**config.mk**
```make
export PLATFORM = sky130hd
export DESIGN_NAME = alu_32div
export DESIGN_NICKNAME = d
export VERILOG_FILES = /design/src/rtl/alu_32div.sv
export SDC_FILE = /design/constraint.sdc
export NUM_CORES = 1
export LEC_CHECK = 0
export BUFFER_PORTS_ARGS = -buffer_cell sky130_fd_sc_hd__clkbuf_2
export CAP_MARGIN = 20
export CORE_ASPECT_RATIO = 0.5
export CORE_UTILIZATION = 55
export CTS_BUF_LIST = sky130_fd_sc_hd__clkbuf_4
export DETAILED_ROUTE_END_ITERATION = 10
export GPL_ROUTABILITY_DRIVEN = 1
export PLACE_DENSITY = 0.8
export SLEW_MARGIN = 20
export SYNTH_ARGS = -nofsm -noshare
export SYNTH_HDL_FRONTEND = slang
export SYNTH_SLANG_ARGS = --single-unit
```
**constraint.sdc**
```tcl
create_clock -name clk -period 20.2 [get_ports clk]
set_clock_uncertainty 0.15 [all_clocks]
set_input_delay 4.04 -clock clk [delete_from_list [all_inputs] [get_ports clk]]
set_output_delay 4.04 -clock clk [all_outputs]
set_load 0.005 [all_outputs]
```
**src/rtl/alu_32div.sv**
```systemverilog
// Sequential signed divider for DIV: radix-2 restoring on magnitudes, one
// quotient bit per clock, then a sign-fixup cycle. Quotient -> LO, remainder -> HI.
module alu_32div #(
  parameter int WIDTH = 32
) (
  input  logic             clk,
  input  logic             reset,
  input  logic             start,
  input  logic [WIDTH-1:0] dividend,
  input  logic [WIDTH-1:0] divisor,
  output logic [WIDTH-1:0] quotient,
  output logic [WIDTH-1:0] remainder,
  output logic             busy,
  output logic             done,
  output logic             div_by_zero
);
  localparam int CW = $clog2(WIDTH) + 1;
  localparam logic [CW-1:0] LAST = CW'(WIDTH - 1);

  typedef enum logic [1:0] {IDLE, DIVIDE, FIXUP} state_t;
  state_t state, state_nx;

  logic [WIDTH:0]   a, a_sh, a_dif;
  logic [WIDTH-1:0] q, m, dvd;
  logic [CW-1:0]    count;
  logic             sign_q, sign_r, zero_div, ge;

  function automatic logic [WIDTH-1:0] mag(input logic [WIDTH-1:0] v);
    return v[WIDTH-1] ? -v : v;
  endfunction

  always_ff @(posedge clk or posedge reset)
    if (reset) state <= IDLE;
    else       state <= state_nx;

  always_comb begin
    state_nx = state;
    case (state)
      IDLE:    if (start) state_nx = (divisor == '0) ? FIXUP : DIVIDE;
      DIVIDE:  if (count == LAST) state_nx = FIXUP;
      FIXUP:   state_nx = IDLE;
      default: state_nx = IDLE;
    endcase
  end

  always_comb begin
    busy  = (state != IDLE);
    a_sh  = {a[WIDTH-1:0], q[WIDTH-1]};
    a_dif = a_sh - {1'b0, m};
    ge    = (a_sh >= {1'b0, m});
  end

  always_ff @(posedge clk or posedge reset) begin
    if (reset) begin
      a           <= '0;
      q           <= '0;
      m           <= '0;
      dvd         <= '0;
      count       <= '0;
      sign_q      <= 1'b0;
      sign_r      <= 1'b0;
      zero_div    <= 1'b0;
      quotient    <= '0;
      remainder   <= '0;
      done        <= 1'b0;
      div_by_zero <= 1'b0;
    end else begin
      done <= 1'b0;
      case (state)
        IDLE: if (start) begin
          dvd      <= dividend;
          sign_q   <= dividend[WIDTH-1] ^ divisor[WIDTH-1];
          sign_r   <= dividend[WIDTH-1];
          zero_div <= (divisor == '0);
          q        <= mag(dividend);
          m        <= mag(divisor);
          a        <= '0;
          count    <= '0;
        end
        DIVIDE: begin
          a     <= ge ? a_dif : a_sh;
          q     <= {q[WIDTH-2:0], ge};
          count <= count + CW'(1);
        end
        FIXUP: begin
          done <= 1'b1;
          if (zero_div) begin
            quotient    <= '1;
            remainder   <= dvd;
            div_by_zero <= 1'b1;
          end else begin
            // A never exceeds WIDTH bits once the last subtraction is done
            quotient    <= sign_q ? -q : q;
            remainder   <= sign_r ? -a[WIDTH-1:0] : a[WIDTH-1:0];
            div_by_zero <= 1'b0;
          end
        end
        default: ;
      endcase
    end
  end
endmodule

```
==> results of run 1 <==
-- how the worst max path moves through the flow --
| stage | end | depth (start not counted) | slack [ns] |
|---|---|---|---|
| after floorplan | a[0]$_DFFE_PP0P_ | 1 | 10.44 |
| after global placement | state[1]$_DFFE_PP0P_ | 9 | 13.19 |
| after detailed placement | state[1]$_DFFE_PP0P_ | 9 | 13.10 |
| after CTS | state[1]$_DFFE_PP0P_ | 9 | 13.80 |
| after global routing | state[1]$_DFFE_PP0P_ | 9 | 13.48 |
| final | state[1]$_DFFE_PP0P_ | 9 | 13.70 |
-- layout by cell type, fill, tap and decap left out, types with 20 or more instances in the layout --
cell,count
a21oi_1,88
clkbuf_4,69
o31ai_1,33
o41ai_1,20
nor2_1,86
nand3_1,21
xnor2_1,56
mux2i_1,29
dfrtp_1,203
o21ai_0,176
ha_1,37
xor2_1,87
inv_1,55
clkbuf_2,133
a22oi_1,22
nand2_1,282
-- metal layers --
layer / vias up / routed length (um) / track usage (%)
met1: 5345 / 14700 / 39.1
met4: 0 / 591 / 7.90
li1: 5417 / - / -
met3: 51 / 2390 / 5.18
met5: - / 0 / 0
met2: 419 / 15300 / 46.9
-- registers in the layout (all words and copies together), names as in the netlist --
register and cells:
state 2, done 1, q 32, a 32, dvd 32, zero_div 1, div_by_zero 1, sign_q 1
m 32, count 6, quotient 32, remainder 32
-- synth_stat cells (6+ instances only) --
library cell and count:
nor4_1 12, inv_1 56, nor2_1 87, o22ai_1 6, nand4_1 6, nand2_1 282
nor3_1 13, o21ai_0 176, a31oi_1 7, or3_1 13, a22oi_1 22, nand3_1 21
mux2i_1 29, o31ai_1 33, or4_1 9, or2_2 7, a21o_1 16, nor2b_1 10
nand2b_1 15, o22a_1 7, clkbuf_1 66, ha_1 37, xnor2_1 56, a21oi_1 88
xor2_1 87, dfrtp_1 204, a2bb2oi_1 8, o41ai_1 20
-- final cells by class --
cell class	instances	area (um^2)	area share [%]
Antenna cell	2	5.00	0.0360
Tap cell	300	375	2.70
Timing Repair Buffer	145	756	5.44
Clock inverter	11	52.6	0.378
Clock buffer	69	518	3.73
Inverter	57	221	1.59
Sequential cell	204	5110	36.7
Multi-Input combinational cell	1134	6860	49.4
-- cells by family after synthesis --
| group | count (synthesis) |
|---|---|
| simple gates | 498 |
| compound gates | 426 |
| flops | 204 |
| xor+xnor | 143 |
| buf+inv | 135 |
| fa+ha+maj | 38 |
| mux | 29 |
-- per-stage QoR --
step                util [%]  hold slack (ns)  cell area (um^2)  power, mW  std cells
global route            63.3            0.355             13900       2.62       1922
CTS                     63.2            0.328             13900       2.41       1920
detailed placement      60.6            0.307             13300       2.07       1840
global placement        60.6            0.305             13300       2.01       1840
floorplan                  -            0.290             12500       1.71       1473
finish                  63.3            0.329             13900       2.42       1922
-- power groups by stage --
stage | Sequential [mW] | Combinational [mW] | Clock (mW)
after floorplan | 0.723 | 0.992 | 0
after global placement | 0.793 | 1.21 | 0
after detailed placement | 0.807 | 1.26 | 0
after CTS | 0.800 | 1.27 | 0.334
after global routing | 0.832 | 1.43 | 0.354
final | 0.807 | 1.28 | 0.325
-- tightest hold or removal path: stages, from the launching register on --
cell     delay, ns
dfrtp_1       0.34
nand2_1       0.05
nand2_1       0.06
==> run summary, run 1 <==
CTS Hold Buffers Added: 0
Cells on Worst Hold Path: 2
first-pass GRT wire length: 53600 um
Sink Count: 204
fin crit share: 32.2%
clk root buf: clkbuf_4
Worst Hold Class: reg2reg
post_cts resized: 0
drt total wl: 33000 um
Slew HR: 29.0%
Pins Over Slew Limit: 0
startpoint types: input pin
largest net degree at the start of global routing: 134
dpl hpwl: 24000 um
CP Max Fanout: 5
Worst Max-Slew Pin Slew: 1.07 ns
CP Data Arrival Time: 6.93 ns
P_sw: 1.11 mW
Die Height: 109 um
aggregate global-route resource usage: 28.5%
Antenna Nets Post-Route: 0
DIE AREA: 0.0233 mm^2
drt initial violations: 1046
Mapped Area: 0.0125 mm^2
largest area contributor in the netlist: dfrtp_1
Critical R2R Launch: a[11]$_DFFE_PP0P_
Final Hold Fails: 0
sequential fraction of the synthesis area: 40.9%
logic gate share of total power: 53.1%
Initial Util: 56.8%
RSZ-0062 raised after global routing: false
num rows: 38
fmax: 154 MHz
clock buffer depth: 3
hold path endpoint: dvd[29]$_DFFE_PP0P_
TritonCTS clock tree: built
hold_sp: dvd[29]$_DFFE_PP0P_
PD cells: 174 mW/mm^2
Area contributors post-synth: dfrtp_1 (41%), nand2_1 (8.5%), o21ai_0 (7.1%), xor2_1 (6.1%), xnor2_1 (3.9%)
Synth Flop Type: dfrtp_1
total negative slack: 0 ns
filler cell count: 1904
share of cells above drive strength 1: 15.1%
core area: 0.0220 mm^2
Post-Syn Instances: 1473
Critical Path Max Stage Delay: 0.72 ns
WL per Instance: 17.2 um
endpoint type of the worst setup path: flip-flop
worst path bufs/invs: 1
post-synthesis mux area share: 2.33%
worst reg2reg path depth: 11
sw frac: 46.1%
Yosys reg bits: 204
vias in the first global route: 10700
post-CTS setup buffer count: 0
crit-path most repeated cell: nand2b_1
WS Path Type: in2reg
Die Span X: 215 um
Post-Synth XOR/XNOR Area: 10.0%
maximum vdd ir drop: 57.9 uV
DRC Markers: 0
sequential share of power: 33.4%
RR Endpoint: q[0]$_DFFE_PP0P_
Area Growth Syn to Fin: 11.4%
Leak: 6.46 nW
post-place setup slack: 13.10 ns
H-tree depth: 2
Max-cap violations: 0
syn nets: 1578
Post-Synth Adder-Cell Area: 3.87%
Top Ports: 134
Worst-path clk slew: 0.07 ns
worst-path cell chain: clkbuf_2 -> or4_1 -> nor4_1 -> nor2b_1 -> nand2b_1 -> nand2b_1 -> nand2b_1 -> nor4_1 -> o221a_2
largest family of logic cells by synthesized area: compound AO/OA/AOI/OAI gates
syn_area_per_cell: 8.47 um^2
IO Port Bufs: 133
Clk pwr share: 13.5%
Final setup violation count: 0
gpl congestion: 0.939
Int Power: 1.30 mW
Vias per Instance: 5.84
synth warn: 0
Post-synth EDFFs: 0
top cell type's share of synthesized area: 40.9%
compound-gate portion of the synthesized area: 21.0%
Crit. Startpoint: divisor[8]
initial antenna violation count: 1
CP max-delay cell: nor4_1
CP top delay family: simple AND/OR/NAND/NOR gates
Final #Nets: 1695
FF-to-FF setup slack: 16.21 ns
vias: 11200
Congestion Overflow GR: 0
setup ws final: 13.70 ns
DR pass1 iterations: 6
cts bufs inserted: 48
status: finished clean
asr flop ratio synth: 100%
clk_lat worst skew: 0.66 ns
Unique masters post-synth: 64
Worst EP required: 20.63 ns
post-layout min period: 6.50 ns
Post-Synth Simple-Gate Area: 17.7%
Power figures use the tool's default switching activity.
==> inputs of run 2 (changes only) <==
- clock period: 20.2 -> 6.18 ns (I/O delays scaled with it)
==> run 2 against run 1 <==
Critical path depth grew 2; via count is essentially flat; wire length shrank 1.5%; power grew to 3.3 times the previous value; first-iteration DRC count shrank 3.3%; highest routed layer is now met5.
==> run summary, run 2 (synthesized netlist as in run 1, its figures left out) <==
status: finished clean
Die Height: 109 um
filler cell count: 1918
fmax: 257 MHz
CTS Hold Buffers Added: 0
clock buffer depth: 3
Slew HR: 28.8%
TritonCTS clock tree: built
initial antenna violation count: 1
Critical R2R Launch: a[11]$_DFFE_PP0P_
Final Total Pwr: 7.93 mW
DIE AREA: 0.0233 mm^2
clk_lat worst skew: 0.67 ns
Worst Max-Slew Pin Slew: 1.06 ns
aggregate global-route resource usage: 28.0%
IO Port Bufs: 133
largest net degree at the start of global routing: 181
vias: 11200
first-pass GRT wire length: 52800 um
Sink Count: 204
num rows: 38
fin crit share: 63.0%
maximum vdd ir drop: 218 uV
fin cells: 1924
most common cell after layout, fill and taps aside: nand2_1
WL per Instance: 16.9 um
met3 WL: 2230 um
Worst-path clk slew: 0.08 ns
hold_sp: m[30]$_DFFE_PP0P_
CP Data Arrival Time: 4.27 ns
H-tree depth: 2
vias in the first global route: 10600
RSZ-0062 raised after global routing: false
Max-cap violations: 0
crit-path most repeated cell: nand2_1
Top Ports: 134
Final setup violation count: 0
drt total wl: 32500 um
post-place setup slack: 1.87 ns
endpoint type of the worst setup path: flip-flop
DRT met1 WL: 14600 um
total negative slack: 0 ns
Antenna Nets Post-Route: 0
post-CTS setup buffer count: 0
Final #Nets: 1698
Initial Util: 56.8%
DR pass1 iterations: 6
worst-path cell chain: ha_1 -> a211oi_1 -> o211ai_1 -> a31o_2 -> a21oi_1 -> nand2_1 -> o41ai_2 -> o21ai_4 -> buf_4 -> nand2_1 -> o21ai_0
Pins Over Slew Limit: 0
Crit. Startpoint: a[11]$_DFFE_PP0P_
setup ws final: 2.29 ns
startpoint types: flip-flop
Worst Hold Class: reg2reg
WS Path Type: reg2reg
drt initial violations: 1011
Area Growth Syn to Fin: 11.8%
Critical Path Max Stage Delay: 0.65 ns
Final Hold Fails: 0
CP Max Fanout: 23
post-layout min period: 3.89 ns
PD cells: 568 mW/mm^2
Vias per Instance: 5.84
clk root buf: clkbuf_4
Placed Instances: 1842
post_cts resized: 0
cts bufs inserted: 49
Congestion Overflow GR: 0
core area: 0.0220 mm^2
Worst EP required: 6.56 ns
dpl hpwl: 23600 um
CP max-delay cell: o41ai_2
Top Metal Used: met5
Die Span X: 215 um
Leak: 6.49 nW
gpl congestion: 0.882
share of cells above drive strength 1: 15.2%
DRC Markers: 0
most frequent cells in the layout: nand2_1 (282), dfrtp_1 (204), o21ai_0 (176)
metal2 WL: 14900 um
-- run 2: changes by cell type in the layout (fill, tap and decap cells not counted) --
cell and change:
buf_12 +1, buf_4 +1, bufinv_16 +1, clkbuf_4 +3, clkinv_2 -2, dfrtp_1 +1
dfrtp_2 -1, diode_2 -1, inv_8 -1
-- run 2: routing by layer --
layer	track usage (%)	vias up
li1	-	5404
met1	38.0	5360
met2	45.7	408
met3	5.32	62
met4	8.51	2
met5	0	-
-- run 2: power by group --
group	switching [mW]	internal, mW	total [mW]
Clock	0.551	0.570	1.12
Combinational	2.41	1.81	4.22
Sequential	0.643	1.94	2.58
-- run 2: final timing paths --
kind	to	slack, ns	cells past startpoint
max	a[25]$_DFFE_PP0P_	2.29	11
min in group asynchronous	quotient[21]$_DFFE_PP0P_	0.44	2
min reg2reg	m[30]$_DFFE_PP0P_	0.33	2
max in group asynchronous	a[14]$_DFFE_PP0P_	4.06	3
min	m[30]$_DFFE_PP0P_	0.33	2
max reg2reg	a[25]$_DFFE_PP0P_	2.29	11
-- run 2: final cells by class --
class	count	area [um^2]	area share [%]
Clock buffer	72	541	3.87
Sequential cell	204	5100	36.6
Multi-Input combinational cell	1134	6860	49.2
Tap cell	300	375	2.69
Antenna cell	1	2.50	0.0179
Timing Repair Buffer	147	783	5.61
Clock inverter	9	65.1	0.466
Inverter	57	218	1.56
-- run 2: metrics by stage --
step | util, % | cell area, um^2 | hold slack [ns]
5_1_grt | 63.5 | 13900 | 0.348
3_3_place_gp | 60.7 | 13300 | 0.306
2_1_floorplan | - | 12500 | 0.290
6_report | 63.5 | 13900 | 0.328
4_1_cts | 63.5 | 13900 | 0.334
3_5_place_dp | 60.7 | 13300 | 0.313
-- run 2: critical path, delay by kind of cell (launching register included) --
family / cells / cell delay [ns]
AOI/OAI and AO/OA: 7 / 2.00
adders and majority gates: 1 / 0.41
buffers and inverters: 1 / 0.33
DFF: 1 / 0.45
and+or+nand+nor: 2 / 0.42
==> inputs of run 3 (changes only) <==
- clock period: 6.18 -> 3.63 ns (I/O delays scaled with it)
==> run 3 against run 2 <==
Hold slack worse by 0.16 ns; sequential cell count stayed put; register-to-register slack worse by 2.0 ns; clock-buffer cell count is 3 lower; global-route usage is 1.0 points higher; wire length is 3.8% higher; fmax is 15% higher.
==> run summary, run 3 (synthesized netlist as in run 1, its figures left out) <==
status: finished clean
worst reg2reg path depth: 12
Die Span X: 215 um
fmax: 296 MHz
aggregate global-route resource usage: 29.0%
setup ws final: 0.253 ns
gpl congestion: 0.907
DRC Markers: 0
post-layout min period: 3.38 ns
hold slack: 0.165 ns
startpoint types: flip-flop
dpl hpwl: 25300 um
Area Growth Syn to Fin: 13.8%
initial antenna violation count: 2
TritonCTS clock tree: built
maximum vdd ir drop: 345 uV
drt initial violations: 963
first-pass GRT wire length: 54300 um
clock buffer depth: 3
Pins Over Slew Limit: 0
CP Data Arrival Time: 3.72 ns
DIE AREA: 0.0233 mm^2
Worst EP required: 3.97 ns
worst path bufs/invs: 2
Final Hold Fails: 0
clk root buf: clkbuf_4
Stages on worst setup path: 12
Max-cap violations: 0
post-place setup slack: 0.177 ns
CP max-delay cell: dfrtp_1
WL per Instance: 17.3 um
Vias per Instance: 5.78
Slew HR: 34.0%
fin crit share: 93.0%
most common cell after layout, fill and taps aside: nand2_1
endpoint type of the worst setup path: flip-flop
most frequent cells in the layout: nand2_1 (282), dfrtp_1 (204), o21ai_0 (176)
total negative slack: 0 ns
cts bufs inserted: 48
PD cells: 973 mW/mm^2
clk_lat worst skew: 0.67 ns
num rows: 38
RSZ-0062 raised after global routing: false
Worst-path clk slew: 0.07 ns
IO Port Bufs: 133
Crit. Startpoint: a[11]$_DFFE_PP0P_
Die Height: 109 um
DR pass1 iterations: 6
H-tree depth: 2
CP endpoint: a[23]$_DFFE_PP0P_
Placed Instances: 1868
vias in the first global route: 10800
WS Path Type: reg2reg
Congestion Overflow GR: 0
Critical R2R Launch: a[11]$_DFFE_PP0P_
Final #Nets: 1724
Sink Count: 204
Final setup violation count: 0
fin cells: 1952
largest net degree at the start of global routing: 82
RR Endpoint: a[23]$_DFFE_PP0P_
Leak: 6.63 nW
CP top delay family: compound AO/OA/AOI/OAI gates
core area: 0.0220 mm^2
share of cells above drive strength 1: 16.4%
Initial Util: 56.8%
CP Max Fanout: 11
Worst Max-Slew Pin Slew: 0.990 ns
post-CTS setup buffer count: 0
vias: 11300
Top Ports: 134
FF-to-FF setup slack: 0.25 ns
Antenna Nets Post-Route: 0
drt total wl: 33800 um
Critical Path Max Stage Delay: 0.46 ns
Worst Hold Class: in2reg
worst-path cell chain: ha_1 -> a211oi_2 -> o211ai_1 -> a31o_2 -> a21oi_1 -> nand2_1 -> o41ai_2 -> buf_4 -> o21ai_4 -> buf_4 -> nand2_1 -> o21ai_0
run 3: changes by cell type in the layout (fill, tap and decap cells not counted), sizes merged:
cell,change
buf,+26
clkbuf,-3
clkinv,+2
clkinvlp,-1
diode,+3
dlygate4sd3,+1
run 3: worst min path at each step:
stage	from	cells past startpoint	endpoint
after floorplan	dvd[27]$_DFFE_PP0P_	2	dvd[27]$_DFFE_PP0P_
after global placement	dvd[30]$_DFFE_PP0P_	2	dvd[30]$_DFFE_PP0P_
after detailed placement	dvd[29]$_DFFE_PP0P_	2	dvd[29]$_DFFE_PP0P_
after CTS	dividend[4]	3	dvd[4]$_DFFE_PP0P_
after global routing	dividend[17]	3	dvd[17]$_DFFE_PP0P_
final	dividend[4]	3	dvd[4]$_DFFE_PP0P_
run 3: what timing repair did:
item | CTS | global route
endpoints found under the setup margin | 0 | 24
gates resized for setup | 0 | 2
endpoints found under the hold margin | 13 | 0
hold buffers | 1 | 0
run 3: worst register-to-register path: cells and delay by family, from the launching register on:
family | cells | cell delay [ns]
adders and majority gates | 1 | 0.42
AOI/OAI and AO/OA | 7 | 1.44
and+or+nand+nor | 2 | 0.33
DFF | 1 | 0.46
buffers and inverters | 2 | 0.39
run 3: through the flow:
step	utilization [%]	total power, mW	area (um^2)
4_1_cts	64.6	13.8	14200
3_3_place_gp	61.9	11.5	13600
6_report	64.7	13.8	14200
5_1_grt	64.6	14.9	14200
2_1_floorplan	-	9.54	12500
3_5_place_dp	61.9	11.9	13600
run 3: final cells by class:
cell class                      instances  area (um^2)
Sequential cell                       204         5100
Clock buffer                           69          518
Fill cell                            1887         7760
Inverter                               57          218
Antenna cell                            4         10.0
Multi-Input combinational cell       1134         6870
Clock inverter                         10         68.8
Tap cell                              300          375
Timing Repair Buffer                  174         1040
run 3: where the power goes:
group | total (mW) | internal, mW | leakage [nW] | switching (mW)
clock network | 1.86 | 0.935 | 0.348 | 0.920
registers | 4.30 | 3.31 | 2.50 | 0.998
logic | 7.66 | 3.29 | 3.79 | 4.37
run 3: per-layer routing:
metal  vias up  wire length, um  global-route usage [%]
met5         -                0                       0
met4         0              532                    7.04
met3        54             2490                    5.88
met2       398            15400                    47.4
met1      5362            15300                    39.7
li1       5464                -                       -
